**config.mk**
```make
export PLATFORM = sky130hd
export DESIGN_NAME = msk_rnd_source
export DESIGN_NICKNAME = d
export VERILOG_FILES = /design/src/rtl/msk_rnd_pkg.sv /design/src/rtl/msk_xorshift128_step.sv /design/src/rtl/msk_rnd_source.sv
export SDC_FILE = /design/constraint.sdc
export NUM_CORES = 1
export LEC_CHECK = 0
export ABC_AREA = 1
export CAP_MARGIN = 0
export CORE_UTILIZATION = 53
export CTS_CLUSTER_SIZE = 12
export DETAILED_ROUTE_END_ITERATION = 16
export HOLD_SLACK_MARGIN = 0.12
export MAX_ROUTING_LAYER = met4
export PLACE_DENSITY = 0.81
export REMOVE_ABC_BUFFERS = 1
export SYNTH_ARGS = -nofsm -noshare
export SYNTH_HDL_FRONTEND = slang
export SYNTH_SLANG_ARGS = --single-unit
```
**constraint.sdc**
```tcl
create_clock -name clk -period 2.7 [get_ports clk]
set_clock_uncertainty 0.2 [all_clocks]
set_input_delay 0.54 -clock clk [delete_from_list [all_inputs] [get_ports clk]]
set_output_delay 0.54 -clock clk [all_outputs]
set_load 0.05 [all_outputs]
```
**src/rtl/msk_rnd_pkg.sv**
```systemverilog
// Shared definitions for the masked-gadget randomness source: default xorshift128
// seed, FSM state encoding and the gadget randomness width helper.
package msk_rnd_pkg;

  localparam logic [31:0] DEF_X = 32'd123456789;
  localparam logic [31:0] DEF_Y = 32'd362436069;
  localparam logic [31:0] DEF_Z = 32'd521288629;
  localparam logic [31:0] DEF_W = 32'd88675123;
  localparam logic [127:0] DEF_SEED = {DEF_X, DEF_Y, DEF_Z, DEF_W};

  typedef enum logic [1:0] {
    ST_IDLE   = 2'd0,
    ST_SEED   = 2'd1,
    ST_WARMUP = 2'd2,
    ST_RUN    = 2'd3
  } rnd_state_e;

  // Random bits consumed by ngadgets HPC2 AND gadgets of share count d.
  function automatic int rnd_bits(input int d, input int ngadgets);
    return ngadgets * d * (d - 1) / 2;
  endfunction

endpackage

```
**src/rtl/msk_xorshift128_step.sv**
```systemverilog
// One combinational xorshift128 step; state packed {x,y,z,w} with x in [127:96].
module msk_xorshift128_step (
  input  logic [127:0] state_in,
  output logic [127:0] state_out,
  output logic [31:0]  w_out
);

  logic [31:0] x, y, z, w, t, w_new;

  assign x = state_in[127:96];
  assign y = state_in[95:64];
  assign z = state_in[63:32];
  assign w = state_in[31:0];

  assign t     = x ^ (x << 11);
  assign w_new = w ^ (w >> 19) ^ t ^ (t >> 8);

  assign state_out = {y, z, w, w_new};
  assign w_out     = w_new;

endmodule

```
**src/rtl/msk_rnd_source.sv**
```systemverilog
// Seeded xorshift128 randomness source with valid/ready delivery to HPC2 gadgets.
// Optional transfer counter and reseed_req advisory under MSK_RND_RESEED_CNT_EN.
module msk_rnd_source
  import msk_rnd_pkg::*;
#(
  parameter int d            = 2,
  parameter int NGADGETS     = 4,
  parameter int RND_BITS     = rnd_bits(d, NGADGETS),
  parameter int UNROLL       = 1,
  parameter int WARMUP       = 8,
  parameter int RESEED_LIMIT = 65535
) (
  input  logic                clk,
  input  logic                rst_n,
  input  logic [127:0]        seed,
  input  logic                seed_valid,
  output logic                seed_ready,
  output logic [RND_BITS-1:0] rnd,
  output logic                rnd_valid,
  input  logic                rnd_ready,
  output logic                busy,
`ifdef MSK_RND_RESEED_CNT_EN
  output logic                reseed_req,
`endif
  output rnd_state_e          dbg_state
);

  // Handshakes: a transfer happens on a rising clk edge where valid && ready are
  // both high; valid never depends on ready, and rnd/rnd_valid are registers.
  if (RND_BITS > 32 * UNROLL || RND_BITS < 1) begin : g_width_err
    $error("msk_rnd_source: RND_BITS must be in 1..32*UNROLL");
  end

  localparam int WCW = $clog2(WARMUP + 2);
  localparam logic [WCW-1:0] WARM_INIT = WCW'(WARMUP);
  localparam logic [WCW-1:0] WARM_LAST = WCW'(1);

  rnd_state_e          state_q;
  logic [127:0]        st_q;
  logic [WCW-1:0]      warm_q;
  logic [127:0]        step_src;
  logic [127:0]        chain [UNROLL+1];
  logic [31:0]         w_arr [UNROLL];
  logic [RND_BITS-1:0] rnd_next;
  logic                seed_acc;
  logic                xfer;
  logic                adv;

  assign seed_acc = seed_valid && seed_ready;
  assign xfer     = rnd_valid && rnd_ready;
  assign adv      = (state_q == ST_SEED) || (state_q == ST_WARMUP) || xfer;

  // An all-zero seed would lock the generator at zero, so substitute the defaults.
  assign step_src = (state_q == ST_SEED && st_q == '0) ? DEF_SEED : st_q;
  assign chain[0] = step_src;

  for (genvar i = 0; i < UNROLL; i++) begin : g_step
    localparam int LO = 32 * i;
    msk_xorshift128_step u_step (
      .state_in  (chain[i]),
      .state_out (chain[i+1]),
      .w_out     (w_arr[i])
    );
    if (LO < RND_BITS) begin : g_tap
      localparam int NB = (RND_BITS - LO > 32) ? 32 : RND_BITS - LO;
      assign rnd_next[LO +: NB] = w_arr[i][NB-1:0];
    end
  end

  always_ff @(posedge clk or negedge rst_n) begin
    if (!rst_n) begin
      state_q    <= ST_IDLE;
      st_q       <= '0;
      warm_q     <= '0;
      rnd        <= '0;
      rnd_valid  <= 1'b0;
      seed_ready <= 1'b0;
      busy       <= 1'b0;
    end else begin
      if (adv) begin
        st_q <= chain[UNROLL];
        rnd  <= rnd_next;
      end
      unique case (state_q)
        ST_IDLE: seed_ready <= 1'b1;
        ST_SEED: begin
          if (WARMUP == 0) begin
            state_q    <= ST_RUN;
            busy       <= 1'b0;
            rnd_valid  <= 1'b1;
            seed_ready <= 1'b1;
          end else begin
            state_q <= ST_WARMUP;
            warm_q  <= WARM_INIT;
          end
        end
        ST_WARMUP: begin
          warm_q <= warm_q - WARM_LAST;
          if (warm_q == WARM_LAST) begin
            state_q    <= ST_RUN;
            busy       <= 1'b0;
            rnd_valid  <= 1'b1;
            seed_ready <= 1'b1;
          end
        end
        ST_RUN: ;
        default: state_q <= ST_IDLE;
      endcase
      // Seed acceptance overrides any same-cycle advance of the generator state.
      if (seed_acc) begin
        st_q       <= seed;
        state_q    <= ST_SEED;
        rnd_valid  <= 1'b0;
        seed_ready <= 1'b0;
        busy       <= 1'b1;
      end
    end
  end

  assign dbg_state = state_q;

`ifdef MSK_RND_RESEED_CNT_EN
  logic [31:0] xfer_cnt_q;

  always_ff @(posedge clk or negedge rst_n) begin
    if (!rst_n) begin
      xfer_cnt_q <= '0;
    end else if (seed_acc) begin
      xfer_cnt_q <= '0;
    end else if (xfer && xfer_cnt_q != '1) begin
      xfer_cnt_q <= xfer_cnt_q + 32'd1;
    end
  end

  assign reseed_req = (xfer_cnt_q >= 32'(RESEED_LIMIT));
`endif

endmodule
```
==> report_table.html <==
<table>
<tr><th>Metric</th><th>Value</th></tr>
<tr><th colspan="2">Floorplanning</th></tr>
<tr><td>DIE AREA</td><td>about 15000 um^2</td></tr>
<tr><td>Num rows</td><td>43</td></tr>
<tr><td>Die Y</td><td>between 100 and 150 um</td></tr>
<tr><td>Placeable core area</td><td>~14000 um^2</td></tr>
<tr><td>Top Ports</td><td>around 140</td></tr>
<tr><td>Effective utilization at floorplan</td><td>54.7%</td></tr>
<tr><td>Die boundary width</td><td>approximately 120 um</td></tr>
<tr><th colspan="2">Layout</th></tr>
<tr><td>Sequential cell area</td><td>between 3000 and 4000 um^2</td></tr>
<tr><td>Share of layout cells above drive strength 1</td><td>under 10%</td></tr>
<tr><td>Number of fill cells</td><td>between 1k and 1.5k</td></tr>
<tr><td>Ant. Diodes</td><td>0</td></tr>
<tr><td>Final instance area</td><td>around 9900 um^2</td></tr>
<tr><td>Fin cells</td><td>1261</td></tr>
<tr><td>Nets</td><td>around 1.2k</td></tr>
<tr><td>Area Overhead vs Synth</td><td>29.5%</td></tr>
<tr><td>Multi-input gate area in the final layout</td><td>3640 um^2</td></tr>
<tr><th colspan="2">Timing</th></tr>
<tr><td>Unrepaired setup endpoints after global routing</td><td>false</td></tr>
<tr><td>Final period demand of the worst path</td><td>2.41 ns</td></tr>
<tr><td>Maximum clock frequency</td><td>just over 400 MHz</td></tr>
<tr><td>Tightest slew margin relative to the limit</td><td>between 50% and 60%</td></tr>
<tr><td>Slew of the pin with the lowest slew margin</td><td>0.634 ns</td></tr>
<tr><td>Final Hold Vio Count</td><td>0</td></tr>
<tr><td>Period utilization</td><td>89.4%</td></tr>
<tr><td>Setup violations, final</td><td>0</td></tr>
<tr><td>Total count of max-transition violations in the final report</td><td>0</td></tr>
<tr><th colspan="2">Clocking</th></tr>
<tr><td>Insertion delay to the later sink of the worst-skew pair</td><td>approximately 0.43 ns</td></tr>
<tr><td>Clock slew at the register clock pins of the worst setup and hold paths</td><td>~0.060 ns</td></tr>
<tr><td>Num Clock Sinks</td><td>approximately 140</td></tr>
<tr><td>Clock buffer depth</td><td>2</td></tr>
<tr><td>H-tree lvl count</td><td>4</td></tr>
<tr><td>Clock buffers created by TritonCTS</td><td>17</td></tr>
<tr><td>Root buffer selected by CTS</td><td>sky130_fd_sc_hd__clkbuf_16</td></tr>
<tr><td>Clock tree from TritonCTS</td><td>done</td></tr>
<tr><td>Count of buffers added by post-CTS timing repair for setup</td><td>0</td></tr>
<tr><th colspan="2">Placement</th></tr>
<tr><td>Weighted congestion at the end of routability-driven global placement</td><td>0.900</td></tr>
<tr><td>Port bufs</td><td>between 100 and 150</td></tr>
<tr><td>Instance count after placement with tap cells included</td><td>between 1k and 1.5k</td></tr>
<tr><td>Detailed placement HPWL</td><td>roughly 16000 um</td></tr>
<tr><td>Placed Area</td><td>9320 um^2</td></tr>
<tr><th colspan="2">Setup path</th></tr>
<tr><td>Peak per-stage delay on the critical path</td><td>around 0.84 ns</td></tr>
<tr><td>Arr. time, crit path</td><td>roughly 1.7 ns</td></tr>
<tr><td>Required time worst endpoint</td><td>about 2 ns</td></tr>
<tr><td>Critical R2R Launch</td><td>dbg_state[1]</td></tr>
<tr><td>Buffer and inverter count on the worst path</td><td>1</td></tr>
<tr><td>Source of the critical timing path</td><td>dbg_state[0]</td></tr>
<tr><td>Start-to-end type of the worst setup path</td><td>reg2out</td></tr>
<tr><td>Peak fanout along the critical path</td><td>4</td></tr>
<tr><td>Cell class contributing the biggest share of worst-path delay</td><td>buffers and inverters</td></tr>
<tr><td>CP startpoint kind</td><td>flip-flop</td></tr>
<tr><td>Crit path max-delay cell type</td><td>sky130_fd_sc_hd__clkdlybuf4s50_1</td></tr>
<tr><td>Nature of the critical path endpoint</td><td>output pin</td></tr>
<tr><td>Critical Path, Cell by Cell</td><td>clkdlybuf4s50_1</td></tr>
<tr><th colspan="2">Worst hold path</th></tr>
<tr><td>Hold Startpoint</td><td>rnd[2]</td></tr>
<tr><td>Hold Path Class</td><td>reg2reg</td></tr>
<tr><th colspan="2">Detailed routing</th></tr>
<tr><td>Starting DRT DRC Count</td><td>about 800</td></tr>
<tr><td>DR pass1 iterations</td><td>8</td></tr>
<tr><td>Number of antenna-violating nets in the routed design</td><td>0</td></tr>
<tr><td>WL/cell</td><td>19.1 um</td></tr>
<tr><td>Final WL</td><td>around 24000 um</td></tr>
<tr><td>Vias per Instance</td><td>6.00</td></tr>
<tr><td>Vias</td><td>7563</td></tr>
<tr><td>DRC violations left</td><td>0</td></tr>
<tr><th colspan="2">Pwr</th></tr>
<tr><td>Sequential share of power</td><td>30.2%</td></tr>
<tr><td>Leakage Power</td><td>4.43 nW</td></tr>
<tr><td>Total internal power</td><td>slightly below 8 mW</td></tr>
<tr><td>Power share of the combinational group</td><td>a little over half</td></tr>
<tr><td>Power density over the cells</td><td>between 1000 and 1500 nW/um^2</td></tr>
<tr><td>Clock power frac</td><td>between 10% and 20%</td></tr>
<tr><td>Net switching power</td><td>6.81 mW</td></tr>
<tr><td>Switching Fraction</td><td>a little under half</td></tr>
<tr><td>Peak supply drop</td><td>0.916 mV</td></tr>
<tr><th colspan="2">Global routing</th></tr>
<tr><td>Global-route congestion overflow total</td><td>0</td></tr>
<tr><td>Via count of the first global-routing pass</td><td>7341</td></tr>
<tr><td>Number of antenna violations at the first check in global routing</td><td>0</td></tr>
<tr><td>Maximum number of pins on one net before global-route repair</td><td>slightly above 80</td></tr>
<tr><td>Gr usage total</td><td>approximately 36%</td></tr>
<tr><td>Global-route wire length before repair</td><td>between 30000 and 40000 um</td></tr>
<tr><th colspan="2">Synthesis</th></tr>
<tr><td>Dominant combinational cell family by area after synthesis</td><td>simple AND/OR/NAND/NOR gates</td></tr>
<tr><td>Post-Syn Area</td><td>approximately 7700 um^2</td></tr>
<tr><td>Share of cell area taken by muxes after synthesis</td><td>0%</td></tr>
<tr><td>Post-Synth XOR/XNOR Area</td><td>8.01%</td></tr>
<tr><td>Synth unique cells</td><td>39</td></tr>
<tr><td>Sequential element share of the synthesized area</td><td>between 40% and 50%</td></tr>
<tr><td>Post-Synth Simple-Gate Area</td><td>between 20% and 30%</td></tr>
<tr><td>Number of synthesized register bits</td><td>around 140</td></tr>
<tr><td>Synthesized-area fraction occupied by adder cells</td><td>less than 1%</td></tr>
<tr><td>Syn Inst Count</td><td>slightly above 900</td></tr>
<tr><td>Synthesis warning total</td><td>0</td></tr>
<tr><td>Compound-Gate Fraction of Synth Area</td><td>between 15 and 20%</td></tr>
<tr><td>Avg Synthesized Cell Area</td><td>8.20 um^2</td></tr>
<tr><th colspan="2">Flow run</th></tr>
<tr><td>Count of max-cap constraint violations</td><td>0</td></tr>
<tr><th colspan="2">Outcome</th></tr>
<tr><td>Run status</td><td>finished, final reports clean</td></tr>
</table>
-- per-stage QoR --
step | hold WS, ns | util [%] | total power, mW | setup WS, ns | setup TNS, ns
after global routing | 0.320 | 70.9 | 15.6 | 0.0958 | 0
after CTS | 0.291 | 70.9 | 14.4 | 0.281 | 0
after detailed placement | 0.274 | 66.6 | 12.0 | 0.378 | 0
after global placement | 0.263 | 66.6 | 11.7 | 0.374 | 0
final | 0.287 | 70.9 | 14.5 | 0.285 | 0
after floorplan | 0.0444 | - | 9.25 | -6.15 | -613.32
-- Yosys cell counts (all sizes together) --
cell type / instances / area share, %
nand2: 191 / 9.6
dfrtp: 141 / 46
nor2: 98 / 5.1
o21ai: 91 / 5.9
nand3: 76 / 5.2
inv: 67 / 3.3
a22oi: 53 / 5.2
xor2: 43 / 4.9
clkbuf: 27 / 1.3
xnor2: 27 / 3.1
buf: 24 / 1.8
o211ai: 23 / 2.3
nor3: 20 / 1.3
o22ai: 14 / 1.1
a21oi: 11 / 0.72
o221ai: 7 / 0.80
ha: 5 / 0.82
a31oi: 3 / 0.25
or2: 3 / 0.25
a21o: 2 / 0.20
o21bai: 2 / 0.20
and2: 1 / 0.082
clkinv: 1 / 0.049
nand3b: 1 / 0.098
nand4: 1 / 0.082
o21a: 1 / 0.098
o32ai: 1 / 0.11
-- power by group through the flow --
stage	combinational, mW	sequential, mW	clock, mW
floorplan	5.01	4.24	0
global placement	7.36	4.31	0
detailed placement	7.63	4.33	0
CTS	7.75	4.33	2.30
global route	8.69	4.48	2.40
finish	7.85	4.39	2.30
-- routing by layer --
layer | vias to the layer above | GRT usage [%] | wire length [um]
met2 | 464 | 53.0 | 11200
met1 | 3608 | 45.5 | 9580
met3 | 75 | 9.22 | 2370
met5 | - | - | 0
li1 | 3416 | - | -
met4 | 0 | 15.8 | 918
-- cell type report --
| type | count | share of cell area (%) |
|---|---|---|
| clock inverter | 6 | 0.555 |
| timing repair buffer | 166 | 16.9 |
| sequential | 141 | 35.6 |
| multi-input combinational | 674 | 36.7 |
| tap | 180 | 2.27 |
| inverter | 68 | 2.60 |
| clock buffer | 26 | 5.34 |
-- final timing paths --
path	to	depth (start not counted)	slack (ns)
max	dbg_state[0]	1	0.29
min	rnd[2]	2	0.29
max reg2reg	st_q[19]	11	0.29
min reg2reg	rnd[2]	2	0.29
max in group asynchronous	seed_ready	3	1.13
min in group asynchronous	st_q[66]	2	0.47
-- state kept, by name (all words and copies together) (netlist names) --
name / flops
warm_q: 4
busy: 1
dbg_state: 2
st_q: 128
rnd: 4
rnd_valid: 1
seed_ready: 1
-- worst min-delay path: cells and delay by family, from the launching register on --
family | cells | cell delay [ns]
flip-flops | 1 | 0.34
AND/OR/NAND/NOR | 2 | 0.11
-- logic make-up after synthesis --
group                    after synthesis
AO/OA/AOI/OAI                        208
XOR/XNOR                              70
adder cells (fa/ha/maj)                5
buffers and inverters                119
flip-flops                           141
AND/OR/NAND/NOR                      391
-- layout by cell type (no fill, tap or decap), types with 17 or more instances in the layout --
| master | instances |
|---|---|
| sky130_fd_sc_hd__o21ai_0 | 77 |
| sky130_fd_sc_hd__buf_4 | 19 |
| sky130_fd_sc_hd__clkbuf_16 | 17 |
| sky130_fd_sc_hd__xor2_1 | 43 |
| sky130_fd_sc_hd__nand2_1 | 186 |
| sky130_fd_sc_hd__dfrtp_1 | 141 |
| sky130_fd_sc_hd__clkdlybuf4s50_1 | 139 |
| sky130_fd_sc_hd__nor2_1 | 94 |
| sky130_fd_sc_hd__nand3_1 | 74 |
| sky130_fd_sc_hd__o211ai_1 | 22 |
| sky130_fd_sc_hd__inv_1 | 62 |
| sky130_fd_sc_hd__a22oi_1 | 53 |
| sky130_fd_sc_hd__xnor2_1 | 27 |
| sky130_fd_sc_hd__nor3_1 | 20 |
-- what timing repair did --
item,CTS,global route
resized for setup,0,0
hold endpoints to repair,59,0
endpoints found under the setup margin,0,0
hold buffers,1,0
Note: power is estimated with default switching activity, not from simulation.
